==> config.mk <==
export PLATFORM = sky130hd
export DESIGN_NAME = gshare_pred_flat
export DESIGN_NICKNAME = d
export VERILOG_FILES = /design/src/rtl/gshare_pred_pkg.sv /design/src/rtl/gshare_pred_if.sv /design/src/rtl/gshare_pred_sat_ctr_next.sv /design/src/rtl/gshare_pred.sv /design/src/flat_wrapper.sv
export SDC_FILE = /design/constraint.sdc
export NUM_CORES = 1
export LEC_CHECK = 0
export ABC_AREA = 1
export CAP_MARGIN = 10
export CORE_MARGIN = 4
export CORE_UTILIZATION = 40
export DETAILED_ROUTE_END_ITERATION = 16
export SLEW_MARGIN = 25
export SYNTH_ARGS = -nofsm -noshare
export SYNTH_HDL_FRONTEND = slang
export SYNTH_HIERARCHICAL = 1
export SYNTH_SLANG_ARGS = --single-unit
==> constraint.sdc <==
create_clock -name clock -period 8.5 [get_ports clock]
set_clock_uncertainty 0.05 [all_clocks]
set_input_delay 2.55 -clock clock [delete_from_list [all_inputs] [get_ports clock]]
set_output_delay 2.55 -clock clock [all_outputs]
set_load 0.03 [all_outputs]
==> src/rtl/gshare_pred_pkg.sv <==
// Shared definitions for the gshare direction predictor.
//
// Contents:
//   MAX_W, MAX_IDX, MAX_HIST  upper bounds used for fixed-width helper types
//   weak_nt(cnt_bits)         reset value of a counter (weakly not-taken)
//   fold_hist(hist, bits)     zero-extends a history value to index width
//   pred_ckpt_t               {index, hist} checkpoint that travels with a
//                             predicted branch down to execute
package pred_pkg;

  localparam int MAX_W    = 32;
  localparam int MAX_IDX  = 16;
  localparam int MAX_HIST = 16;

  // Weakly not-taken: the state just below the taken/not-taken midpoint.
  function automatic int unsigned weak_nt(input int unsigned cnt_bits);
    return (32'd1 << (cnt_bits - 1)) - 32'd1;
  endfunction

  // Keeps only the low hist_bits of the history. Bits above the history
  // width come out as zero, so the index XOR leaves the upper PC bits alone.
  function automatic logic [MAX_W-1:0] fold_hist(input logic [MAX_W-1:0] hist,
                                                  input int unsigned hist_bits);
    logic [MAX_W-1:0] mask;
    if (hist_bits >= MAX_W) begin
      mask = '1;
    end else begin
      mask = (MAX_W'(1) << hist_bits) - MAX_W'(1);
    end
    return hist & mask;
  endfunction

  // Fixed-width checkpoint. Instances use only the low IDX_BITS / HIST_BITS.
  typedef struct packed {
    logic [MAX_IDX-1:0]  index;
    logic [MAX_HIST-1:0] hist;
  } pred_ckpt_t;

endpackage

==> src/rtl/gshare_pred_if.sv <==
// Fetch/execute facing bus of the gshare predictor.
//
// Signal semantics: there is no back-pressure anywhere on this bus.
// lookup_valid and update_valid are single-cycle qualifiers. Each is
// consumed on the rising clock edge at which it is high. The predictor is
// always ready. prediction, pred_index and pred_hist are combinational
// functions of lookup_pc and the current state. They are meaningful
// whenever lookup_pc is, whether or not lookup_valid is high.
//
// Signals:
//   lookup_valid, lookup_pc                fetch -> predictor
//   prediction, pred_index, pred_hist      predictor -> fetch
//   update_valid, update_index, update_taken,
//   update_mispredict, update_hist         execute -> predictor
//   mispredict_count                       predictor -> observer
//
// Modports: master = fetch/execute side, slave = predictor.
interface gshare_pred_if #(
  parameter int IDX_BITS  = 4,
  parameter int HIST_BITS = 4,
  parameter int PC_BITS   = 32
);
  logic                 lookup_valid;
  logic [PC_BITS-1:0]   lookup_pc;
  logic                 prediction;
  logic [IDX_BITS-1:0]  pred_index;
  logic [HIST_BITS-1:0] pred_hist;
  logic                 update_valid;
  logic [IDX_BITS-1:0]  update_index;
  logic                 update_taken;
  logic                 update_mispredict;
  logic [HIST_BITS-1:0] update_hist;
  logic [31:0]          mispredict_count;

  modport master (
    output lookup_valid, lookup_pc,
    output update_valid, update_index, update_taken, update_mispredict, update_hist,
    input  prediction, pred_index, pred_hist, mispredict_count
  );

  modport slave (
    input  lookup_valid, lookup_pc,
    input  update_valid, update_index, update_taken, update_mispredict, update_hist,
    output prediction, pred_index, pred_hist, mispredict_count
  );
endinterface

==> src/rtl/gshare_pred_sat_ctr_next.sv <==
// Next-state function of one saturating direction counter.
//
// Parameters: CNT_BITS (counter width, >= 2), HYSTERESIS (1 = the two weak
// states jump straight to the strong state of the outcome).
// Ports:
//   c       current counter value
//   taken   resolved outcome
//   c_next  counter value to write back
module sat_ctr_next
  import pred_pkg::*;
#(
  parameter int CNT_BITS   = 2,
  parameter int HYSTERESIS = 1
) (
  input  logic [CNT_BITS-1:0] c,
  input  logic                taken,
  output logic [CNT_BITS-1:0] c_next
);

  localparam logic [CNT_BITS-1:0] MAX_VAL = '1;
  localparam logic [CNT_BITS-1:0] W0      = CNT_BITS'(weak_nt(CNT_BITS));
  localparam logic [CNT_BITS-1:0] W1      = W0 + CNT_BITS'(1);

  always_comb begin
    c_next = c;
    if ((HYSTERESIS != 0) && ((c == W0) || (c == W1))) begin
      c_next = taken ? MAX_VAL : '0;
    end else if (taken) begin
      if (c != MAX_VAL) begin
        c_next = c + CNT_BITS'(1);
      end
    end else begin
      if (c != '0) begin
        c_next = c - CNT_BITS'(1);
      end
    end
  end

endmodule

==> src/rtl/gshare_pred.sv <==
// Gshare / bimodal branch direction predictor.
//
// A flop-based table of 2^IDX_BITS saturating counters. Fetch looks up the
// table combinationally with lookup_pc, indexed by the word PC alone or by
// the word PC XOR global history. Execute trains one entry per cycle and,
// on a mispredict, restores the speculative global history register.
//
// Ports:
//   clock   clock
//   reset   synchronous, active-high; clears table, history and counter
//   bus     gshare_pred_if.slave (lookup, prediction, update, mispredict_count)
module gshare_pred
  import pred_pkg::*;
#(
  parameter int CNT_BITS   = 2,
  parameter int IDX_BITS   = 4,
  parameter int HIST_BITS  = 4,
  parameter int PC_BITS    = 32,
  parameter int USE_HIST   = 1,
  parameter int HYSTERESIS = 1
) (
  input  logic         clock,
  input  logic         reset,
  gshare_pred_if.slave bus
);

  localparam int                  ENTRIES = 1 << IDX_BITS;
  localparam logic [CNT_BITS-1:0] WEAK_NT = CNT_BITS'(weak_nt(CNT_BITS));

  logic [CNT_BITS-1:0]  ctr_table [ENTRIES];
  logic [HIST_BITS-1:0] ghr_q;
  logic [HIST_BITS-1:0] ghr_next;
  logic [HIST_BITS-1:0] ghr_restore;
  logic [HIST_BITS-1:0] ghr_shift;
  logic [31:0]          mcount_q;
  logic [IDX_BITS-1:0]  pcidx;
  logic [IDX_BITS-1:0]  lookup_index;
  logic [MAX_W-1:0]     hist_ext;
  pred_ckpt_t           ckpt;
  logic                 pred_bit;
  logic                 restore;
  logic [CNT_BITS-1:0]  upd_cur;
  logic [CNT_BITS-1:0]  upd_next;
  logic                 unused_bits;

  // ---------------- lookup (combinational) ----------------
  // Branches are word aligned, so PC[1:0] carries no index information.
  assign pcidx    = bus.lookup_pc[IDX_BITS+1:2];
  assign hist_ext = fold_hist(MAX_W'(ghr_q), HIST_BITS);

  generate
    if (USE_HIST != 0) begin : g_gshare
      assign lookup_index = pcidx ^ hist_ext[IDX_BITS-1:0];
    end else begin : g_bimodal
      assign lookup_index = pcidx;
    end
  endgenerate

  // The table read sees the registered contents only. A write in this cycle
  // becomes visible after the clock edge.
  assign pred_bit = ctr_table[lookup_index][CNT_BITS-1];

  always_comb begin
    ckpt       = '0;
    ckpt.index = MAX_IDX'(lookup_index);
    ckpt.hist  = MAX_HIST'(ghr_q);
  end

  assign bus.prediction       = pred_bit;
  assign bus.pred_index       = ckpt.index[IDX_BITS-1:0];
  assign bus.pred_hist        = ckpt.hist[HIST_BITS-1:0];
  assign bus.mispredict_count = mcount_q;

  // ---------------- training path ----------------
  assign upd_cur = ctr_table[bus.update_index];

  sat_ctr_next #(
    .CNT_BITS   (CNT_BITS),
    .HYSTERESIS (HYSTERESIS)
  ) u_ctr_next (
    .c      (upd_cur),
    .taken  (bus.update_taken),
    .c_next (upd_next)
  );

  always_ff @(posedge clock) begin
    if (reset) begin
      for (int i = 0; i < ENTRIES; i++) begin
        ctr_table[i] <= WEAK_NT;
      end
    end else if (bus.update_valid) begin
      ctr_table[bus.update_index] <= upd_next;
    end
  end

  // ---------------- global history ----------------
  // A restore rebuilds history as it was just after the mispredicted branch
  // was fetched, with its real outcome shifted in. Fetch is being flushed in
  // that cycle, so a coincident lookup shift is dropped.
  assign restore = bus.update_valid & bus.update_mispredict;

  generate
    if (HIST_BITS == 1) begin : g_hist1
      assign ghr_restore = bus.update_taken;
      assign ghr_shift   = pred_bit;
    end else begin : g_histn
      assign ghr_restore = {bus.update_hist[HIST_BITS-2:0], bus.update_taken};
      assign ghr_shift   = {ghr_q[HIST_BITS-2:0], pred_bit};
    end
  endgenerate

  always_comb begin
    ghr_next = ghr_q;
    if (restore) begin
      ghr_next = ghr_restore;
    end else if (bus.lookup_valid) begin
      ghr_next = ghr_shift;
    end
  end

  always_ff @(posedge clock) begin
    if (reset) begin
      ghr_q    <= '0;
      mcount_q <= '0;
    end else begin
      ghr_q <= ghr_next;
      if (restore && (mcount_q != 32'hFFFF_FFFF)) begin
        mcount_q <= mcount_q + 32'd1;
      end
    end
  end

  // Bits of the bus and helper values that the index and history do not use:
  // upper PC bits, PC[1:0], the oldest history bit on restore, and the
  // padding of the fixed-width helpers.
  assign unused_bits = ^{bus.lookup_pc, bus.update_hist, hist_ext, ckpt};

endmodule

==> src/flat_wrapper.sv <==
// flat-port wrapper written by rule: the top's interface ports become plain ports
module gshare_pred_flat import pred_pkg::*;
#(
  parameter int CNT_BITS   = 2,
  parameter int IDX_BITS   = 4,
  parameter int HIST_BITS  = 4,
  parameter int PC_BITS    = 32,
  parameter int USE_HIST   = 1,
  parameter int HYSTERESIS = 1
)
  (clock, reset, bus_lookup_valid, bus_lookup_pc, bus_update_valid, bus_update_index, bus_update_taken, bus_update_mispredict, bus_update_hist, bus_prediction, bus_pred_index, bus_pred_hist, bus_mispredict_count);
  gshare_pred_if #(.IDX_BITS(IDX_BITS), .HIST_BITS(HIST_BITS), .PC_BITS(PC_BITS)) bus_i ();
  input  logic clock;
  input  logic reset;
  input wire logic [$bits(bus_i.lookup_valid)-1:0] bus_lookup_valid;
  input wire logic [$bits(bus_i.lookup_pc)-1:0] bus_lookup_pc;
  input wire logic [$bits(bus_i.update_valid)-1:0] bus_update_valid;
  input wire logic [$bits(bus_i.update_index)-1:0] bus_update_index;
  input wire logic [$bits(bus_i.update_taken)-1:0] bus_update_taken;
  input wire logic [$bits(bus_i.update_mispredict)-1:0] bus_update_mispredict;
  input wire logic [$bits(bus_i.update_hist)-1:0] bus_update_hist;
  output wire logic [$bits(bus_i.prediction)-1:0] bus_prediction;
  output wire logic [$bits(bus_i.pred_index)-1:0] bus_pred_index;
  output wire logic [$bits(bus_i.pred_hist)-1:0] bus_pred_hist;
  output wire logic [$bits(bus_i.mispredict_count)-1:0] bus_mispredict_count;
  assign bus_i.lookup_valid = bus_lookup_valid;
  assign bus_i.lookup_pc = bus_lookup_pc;
  assign bus_i.update_valid = bus_update_valid;
  assign bus_i.update_index = bus_update_index;
  assign bus_i.update_taken = bus_update_taken;
  assign bus_i.update_mispredict = bus_update_mispredict;
  assign bus_i.update_hist = bus_update_hist;
  assign bus_prediction = bus_i.prediction;
  assign bus_pred_index = bus_i.pred_index;
  assign bus_pred_hist = bus_i.pred_hist;
  assign bus_mispredict_count = bus_i.mispredict_count;
  gshare_pred #(.CNT_BITS(CNT_BITS), .IDX_BITS(IDX_BITS), .HIST_BITS(HIST_BITS), .PC_BITS(PC_BITS), .USE_HIST(USE_HIST), .HYSTERESIS(HYSTERESIS)) u_core (.clock(clock), .reset(reset), .bus(bus_i));
endmodule
==> results of run 1 <==
==> synth_stat cells, drive strengths merged <==
cell type  count
nand2        202
inv           85
nor2          85
dfxtp         36
edfxtp        32
nand3         32
a21oi         30
xor2          19
nor3          15
a22oi         12
clkbuf         6
o21ai          6
buf            5
ha             5
nand4          5
xnor2          5
o221ai         4
nand3b         3
a21boi         1
a31oi          1
a32o           1
and3           1
clkinv         1
nor3b          1
o21bai         1
==> power by group <==
group / switching (mW) / internal [mW] / total, mW
logic: 0.0675 / 0.0339 / 0.101
clock network: 0.121 / 0.134 / 0.255
registers: 0.00467 / 0.348 / 0.353
==> flip-flops by register name, summed over array words and instances (netlist names) <==
signal / flops
u_core/ctr_table: 32
u_core/bus.pred_hist: 4
u_core/bus.mispredict_count: 32
==> worst max path at each step <==
stage | from | end | slack [ns]
2_1_floorplan | bus_lookup_pc[3] | bus_prediction | 2.17
3_3_place_gp | bus_lookup_pc[2] | bus_prediction | 1.37
3_5_place_dp | bus_lookup_pc[2] | bus_prediction | 1.33
4_1_cts | bus_lookup_pc[2] | bus_prediction | 1.33
5_1_grt | bus_lookup_pc[2] | bus_prediction | 1.07
6_report | bus_lookup_pc[2] | bus_prediction | 1.32
==> through the flow <==
| stage | hold WS [ns] | cells | instance area [um^2] | total power, mW |
|---|---|---|---|---|
| finish | 0.465 | 794 | 5080 | 0.710 |
| floorplan | 0.561 | 594 | 4210 | 0.426 |
| CTS | 0.462 | 794 | 5080 | 0.718 |
| global placement | 0.444 | 778 | 4900 | 0.460 |
| detailed placement | 0.448 | 778 | 4900 | 0.462 |
| global route | 0.506 | 794 | 5080 | 0.747 |
==> final cells by class <==
| type | count | share of cell area |
|---|---|---|
| Clock inverter | 5 | 0.0103 |
| Sequential cell | 68 | 0.331 |
| Inverter | 86 | 0.0635 |
| Timing Repair Buffer | 59 | 0.115 |
| Multi-Input combinational cell | 429 | 0.420 |
| Clock buffer | 11 | 0.0259 |
| Tap cell | 136 | 0.0335 |
==> metal layers <==
| layer | up-vias | GRT usage | part of all wire |
|---|---|---|---|
| met4 | 0 | 0.0706 | 0.014 |
| met2 | 129 | 0.289 | 0.43 |
| met5 | - | 0 | 0 |
| met3 | 12 | 0.0345 | 0.065 |
| met1 | 1818 | 0.266 | 0.49 |
| li1 | 1996 | - | - |
==> cells by family after synthesis <==
kind of cell | Yosys count
flops | 68
xor+xnor | 24
compound gates | 56
fa+ha+maj | 5
simple gates | 344
buf+inv | 97
==> critical path, stage by stage <==
cell and delay (ns):
clkdlybuf4s50_1 0.51, inv_1 0.07, nand2_1 0.15, nand2_1 0.17, nand2_1 0.10, nand3_1 0.07, nand3_1 0.11, nand3_1 0.08
nand2_1 0.10, clkdlybuf4s50_1 0.67
==> impl_table.tex, run 1 <==
\begin{tabular}{lr}
\hline
Metric & Value \\
\hline
\multicolumn{2}{l}{\textbf{Outcome}} \\
\quad Run status & finished clean \\
\multicolumn{2}{l}{\textbf{Clock tree}} \\
\quad Clock network latency to the later pin of the worst-skew pair & 0.35 ns \\
\quad Clock tree from TritonCTS & built \\
\quad Hold-fix buffers at CTS & 0 \\
\quad Post-CTS setup repair buffer count & 0 \\
\quad Root Buffer & clkbuf\_8 \\
\quad Number of buffers added by the clock tree synthesis step & 9 \\
\quad H-Tree Depth & 3 \\
\quad Total number of clock tree sinks & 68 \\
\quad Cells resized by post-CTS repair & 0 \\
\quad Clock slew at reported path FFs & 0.08 ns \\
\quad Deepest clock path buffer count & 2 \\
\multicolumn{2}{l}{\textbf{Power and ir drop}} \\
\quad Leak pwr & 1.95 nW \\
\quad Max rail drop VDD & 0.0627 mV \\
\quad Power per standard cell area & 140 mW/mm\^{}2 \\
\multicolumn{2}{l}{\textbf{Die}} \\
\quad Cell row count & 37 \\
\quad Floorplan core area & 0.0103 mm\^{}2 \\
\quad Die extent in x & 111 um \\
\quad Initial standard-cell utilization of the core & 0.409 \\
\quad Die span in y & 111 um \\
\quad Ports & 87 \\
\quad Area of the die & 0.0122 mm\^{}2 \\
\multicolumn{2}{l}{\textbf{Setup path}} \\
\quad Capture instance of the worst register-to-register path & u\_core/ctr\_table[1][1] \\
\quad Start-to-end type of the worst setup path & in -> out \\
\quad Category of the worst setup path launch point & input port \\
\quad Data arrival at the endpoint of the critical path & 4.58 ns \\
\quad CP Capture Type & output port \\
\quad Critical-path maximum fanout & 7 \\
\quad CP required & 5.90 ns \\
\quad Reg2Reg Launch Point & u\_core/ctr\_table[12][1] \\
\quad Reg2Reg Depth & 12 \\
\quad R2r setup slk & 5.94 ns \\
\multicolumn{2}{l}{\textbf{Global route}} \\
\quad Global-route wire length before repair & 19200 um \\
\quad Final global-route overflow total & 0 \\
\quad Pin count of the biggest net entering global routing & 30 \\
\quad Number of antenna violations at the first check in global routing & 0 \\
\quad Gr usage total & 0.189 \\
\quad Number of global-route vias before repair & 3968 \\
\multicolumn{2}{l}{\textbf{Yosys}} \\
\quad Combinational family with the most area after synthesis & simple AND/OR/NAND/NOR gates \\
\quad Leading area contributor after synthesis & edfxtp\_1 \\
\quad Area share of the largest cell type after synthesis & 0.228 \\
\quad Average size of a mapped cell & 7.08 um\^{}2 \\
\quad Multiplexer share of the synthesized area & 0 \\
\quad Number of standard cells after synthesis & 594 \\
\quad Fraction of the yosys area taken by sequential cells & 0.400 \\
\quad Xor/xnor share of the synthesized area & 0.0500 \\
\quad Cell variety after synth & 35 \\
\quad Compound-gate portion of the synthesized area & 0.0952 \\
\quad Post-Synth Simple-Gate Area & 0.348 \\
\quad Number of storage elements in the synthesis netlist & 68 \\
\quad Number of warnings issued by yosys & 6 \\
\quad Nets in the synthesized netlist & 645 \\
\quad Cell area after synthesis & 0.00421 mm\^{}2 \\
\quad Area share of fa/ha/maj cells after synthesis & 0.0149 \\
\quad Largest cells by area after synthesis & edfxtp\_1 23\%, nand2\_1 18\%, dfxtp\_1 17\% \\
\multicolumn{2}{l}{\textbf{Cells and area}} \\
\quad Top library cells by usage in the layout, fill and taps aside & 197 x nand2\_1, 82 x nor2\_1, 81 x inv\_1 \\
\quad Area Growth Syn to Fin & 20.8\% \\
\quad Footprint of the flip-flops and latches & 0.00168 mm\^{}2 \\
\quad Fin nets & 704 \\
\quad Multi-input gate area in the final layout & 0.00214 mm\^{}2 \\
\quad Antenna diode instance count & 0 \\
\quad Share of the core filled with cells in the final layout & 0.494 \\
\quad Share of post-route cells with drive strength above 1 & 0.0714 \\
\quad Most common library cell in the layout ignoring fill and taps & nand2\_1 \\
\quad FILL cells & 1056 \\
\multicolumn{2}{l}{\textbf{Timing}} \\
\quad Final critical path time including I/O delays and setup & 7.18 ns \\
\quad Max Slew Vio Count & 0 \\
\quad Setup TNS & 0 ns \\
\quad Final hold violation count & 0 \\
\quad Pin slew with the least headroom to its limit & 0.882 ns \\
\quad Setup Viol. Count Final & 0 \\
\quad Slack of the critical path & 1.32 ns \\
\quad Fmax achieved & 139 MHz \\
\quad Final worst path period share & 0.845 \\
\quad RSZ-0062 raised after global routing & false \\
\quad Slew HR & 0.411 \\
\multicolumn{2}{l}{\textbf{Hold path}} \\
\quad Min-Delay Path Class & reg -> reg \\
\quad Hold\_sp & u\_core/bus.mispredict\_count[8] \\
\quad Hold EP & u\_core/bus.mispredict\_count[8] \\
\quad Depth of the worst hold-timing path & 2 \\
\multicolumn{2}{l}{\textbf{Placement}} \\
\quad Routability congestion estimate & 0.853 \\
\quad Count of input and output buffers & 57 \\
\quad Post-placement setup slack & 1.33 ns \\
\quad Total half-perimeter wirelength after legalization and detailed placement & 8020 um \\
\multicolumn{2}{l}{\textbf{Routing}} \\
\quad Average vias per placed instance & 4.98 \\
\quad Detailed router's first-iteration violation count & 266 \\
\quad Routed WL per cell & 13.8 um \\
\quad First drt pass iteration count & 7 \\
\quad Total vias in the final route & 3955 \\
\quad Total Routed Length & 10900 um \\
\quad Post-detailed-route DRC marker count & 0 \\
\quad Post-detailed-route count of antenna-violating nets & 0 \\
\multicolumn{2}{l}{\textbf{Job}} \\
\quad Maximum Capacitance Violations & 0 \\
\hline
\end{tabular}
No activity file was read; power rests on OpenSTA's default activity.
==> run 2, diff against run 1 <==
--- a/config.mk
+++ b/config.mk
@@ -10,6 +10,7 @@
 export CORE_MARGIN = 4
 export CORE_UTILIZATION = 40
 export DETAILED_ROUTE_END_ITERATION = 16
+export PLACE_DENSITY = 0.67
 export SLEW_MARGIN = 25
 export SYNTH_ARGS = -nofsm -noshare
 export SYNTH_HDL_FRONTEND = slang
==> constraint.sdc (replaced) <==
create_clock -name clock -period 6.2 [get_ports clock]
set_clock_uncertainty 0.05 [all_clocks]
set_input_delay 1.86 -clock clock [delete_from_list [all_inputs] [get_ports clock]]
set_output_delay 1.86 -clock clock [all_outputs]
set_load 0.03 [all_outputs]
==> run 2 against run 1 <==
Against the previous run:
- flip-flop and latch count did not move
- clock power rose by 35%
- worst hold slack got worse by 0.0074 ns
==> impl_table.tex, run 2 (synthesis gave the netlist of run 1 again) <==
\begin{tabular}{lr}
\hline
Metric & Value \\
\hline
\multicolumn{2}{l}{\textbf{Setup path}} \\
\quad Data arrival at the endpoint of the critical path & 3.85 ns \\
\quad Start-to-end type of the worst setup path & in -> out \\
\quad CP Capture Type & output port \\
\quad Reg2Reg Launch Point & u\_core/ctr\_table[12][1] \\
\quad CP required & 4.29 ns \\
\quad Crit path from & bus\_lookup\_pc[2] \\
\quad Critical-path maximum fanout & 7 \\
\quad Category of the worst setup path launch point & input port \\
\multicolumn{2}{l}{\textbf{Routing}} \\
\quad Average vias per placed instance & 4.91 \\
\quad Total Routed Length & 10800 um \\
\quad Total vias in the final route & 3898 \\
\quad Post-detailed-route DRC marker count & 0 \\
\quad First drt pass iteration count & 4 \\
\quad Routed WL per cell & 13.6 um \\
\quad Post-detailed-route count of antenna-violating nets & 0 \\
\quad Detailed router's first-iteration violation count & 259 \\
\multicolumn{2}{l}{\textbf{Timing}} \\
\quad Final hold violation count & 0 \\
\quad Slew HR & 0.461 \\
\quad Pin slew with the least headroom to its limit & 0.807 ns \\
\quad RSZ-0062 raised after global routing & false \\
\quad Fmax achieved & 173 MHz \\
\quad Setup TNS & 0 ns \\
\quad Final worst path period share & 0.930 \\
\quad Setup Viol. Count Final & 0 \\
\quad Max Slew Vio Count & 0 \\
\quad Final critical path time including I/O delays and setup & 5.76 ns \\
\multicolumn{2}{l}{\textbf{Clock tree}} \\
\quad Root Buffer & clkbuf\_8 \\
\quad Clock network latency to the later pin of the worst-skew pair & 0.35 ns \\
\quad Post-CTS setup repair buffer count & 0 \\
\quad Number of buffers added by the clock tree synthesis step & 9 \\
\quad Deepest clock path buffer count & 2 \\
\quad Total number of clock tree sinks & 68 \\
\quad Hold-fix buffers at CTS & 0 \\
\quad Clock slew at reported path FFs & 0.07 ns \\
\quad Clock tree from TritonCTS & built \\
\quad Cells resized by post-CTS repair & 0 \\
\quad H-Tree Depth & 3 \\
\multicolumn{2}{l}{\textbf{Placement}} \\
\quad Routability congestion estimate & 0.885 \\
\quad Total half-perimeter wirelength after legalization and detailed placement & 8090 um \\
\quad Count of input and output buffers & 57 \\
\multicolumn{2}{l}{\textbf{Cells and area}} \\
\quad Share of post-route cells with drive strength above 1 & 0.0699 \\
\quad Antenna diode instance count & 0 \\
\quad Share of the core filled with cells in the final layout & 0.494 \\
\quad Area Growth Syn to Fin & 20.7\% \\
\quad FILL cells & 1029 \\
\quad Fin nets & 704 \\
\quad Footprint of the flip-flops and latches & 0.00168 mm\^{}2 \\
\quad Most common library cell in the layout ignoring fill and taps & nand2\_1 \\
\quad Top library cells by usage in the layout, fill and taps aside & 197 x nand2\_1, 82 x nor2\_1, 81 x inv\_1 \\
\quad Multi-input gate area in the final layout & 0.00214 mm\^{}2 \\
\multicolumn{2}{l}{\textbf{Power and ir drop}} \\
\quad Leak pwr & 1.95 nW \\
\quad Final Total Pwr & 0.967 mW \\
\quad Max rail drop VDD & 0.0903 mV \\
\quad Power per standard cell area & 190 mW/mm\^{}2 \\
\multicolumn{2}{l}{\textbf{Die}} \\
\quad Area of the die & 0.0122 mm\^{}2 \\
\quad Ports & 87 \\
\quad Die span in y & 111 um \\
\quad Floorplan core area & 0.0103 mm\^{}2 \\
\quad Initial standard-cell utilization of the core & 0.409 \\
\quad Die extent in x & 111 um \\
\quad Cell row count & 37 \\
\multicolumn{2}{l}{\textbf{Global route}} \\
\quad Global-route wire length before repair & 18800 um \\
\quad Number of antenna violations at the first check in global routing & 0 \\
\quad Pin count of the biggest net entering global routing & 30 \\
\quad Gr usage total & 0.185 \\
\quad Number of global-route vias before repair & 3957 \\
\quad Final global-route overflow total & 0 \\
\multicolumn{2}{l}{\textbf{Hold path}} \\
\quad Min-Delay Path Class & reg -> reg \\
\quad Hold\_sp & u\_core/bus.mispredict\_count[8] \\
\multicolumn{2}{l}{\textbf{Outcome}} \\
\quad Run status & finished clean \\
\multicolumn{2}{l}{\textbf{Job}} \\
\quad Maximum Capacitance Violations & 0 \\
\hline
\end{tabular}
-- run 2: metal layers --
layer / wire (um) / global-route usage / vias up / share of wire
li1: - / - / 1995 / -
met1: 5070 / 0.246 / 1759 / 0.47
met2: 4790 / 0.295 / 127 / 0.44
met3: 725 / 0.0351 / 17 / 0.067
met4: 214 / 0.0788 / 0 / 0.020
met5: 0 / 0 / - / 0
-- run 2: critical path, cell delays in order --
cell and delay (ns):
clkdlybuf4s50_1 0.52, inv_1 0.07, nand2_1 0.14, nand2_1 0.17, nand2_1 0.09, nand3_1 0.07
nand3_1 0.10, nand3_1 0.08, nand2_1 0.09, clkdlybuf4s50_1 0.67
-- run 2: final cells by class --
| type | instances | share of cell area |
|---|---|---|
| Timing Repair Buffer | 59 | 0.115 |
| Inverter | 86 | 0.0636 |
| Tap cell | 136 | 0.0335 |
| Clock inverter | 1 | 0.000985 |
| Sequential cell | 68 | 0.331 |
| Multi-Input combinational cell | 429 | 0.421 |
| Clock buffer | 15 | 0.0350 |
-- run 2: worst paths after layout --
path                                    end  depth (start not counted)  slack [ns]
max                          bus_prediction                         10        0.44
min          u_core/bus.mispredict_count[8]                          2        0.46
max reg2reg          u_core/ctr_table[2][0]                         12        3.68
min reg2reg  u_core/bus.mispredict_count[8]                          2        0.46
-- run 2: per-stage QoR --
stage                     cells  hold WS (ns)  instance area (um^2)  setup slack [ns]
after detailed placement    778         0.441                  4900             0.442
after global routing        794         0.494                  5080             0.260
final                       794         0.458                  5080             0.436
after floorplan             594         0.561                  4210              1.25
after CTS                   794         0.454                  5080             0.434
after global placement      778         0.446                  4900             0.469
-- run 2: where the power goes --
group,internal [mW],switching [mW]
Clock,0.181,0.164
Combinational,0.0466,0.0904
Sequential,0.478,0.00681
Total,0.705,0.261
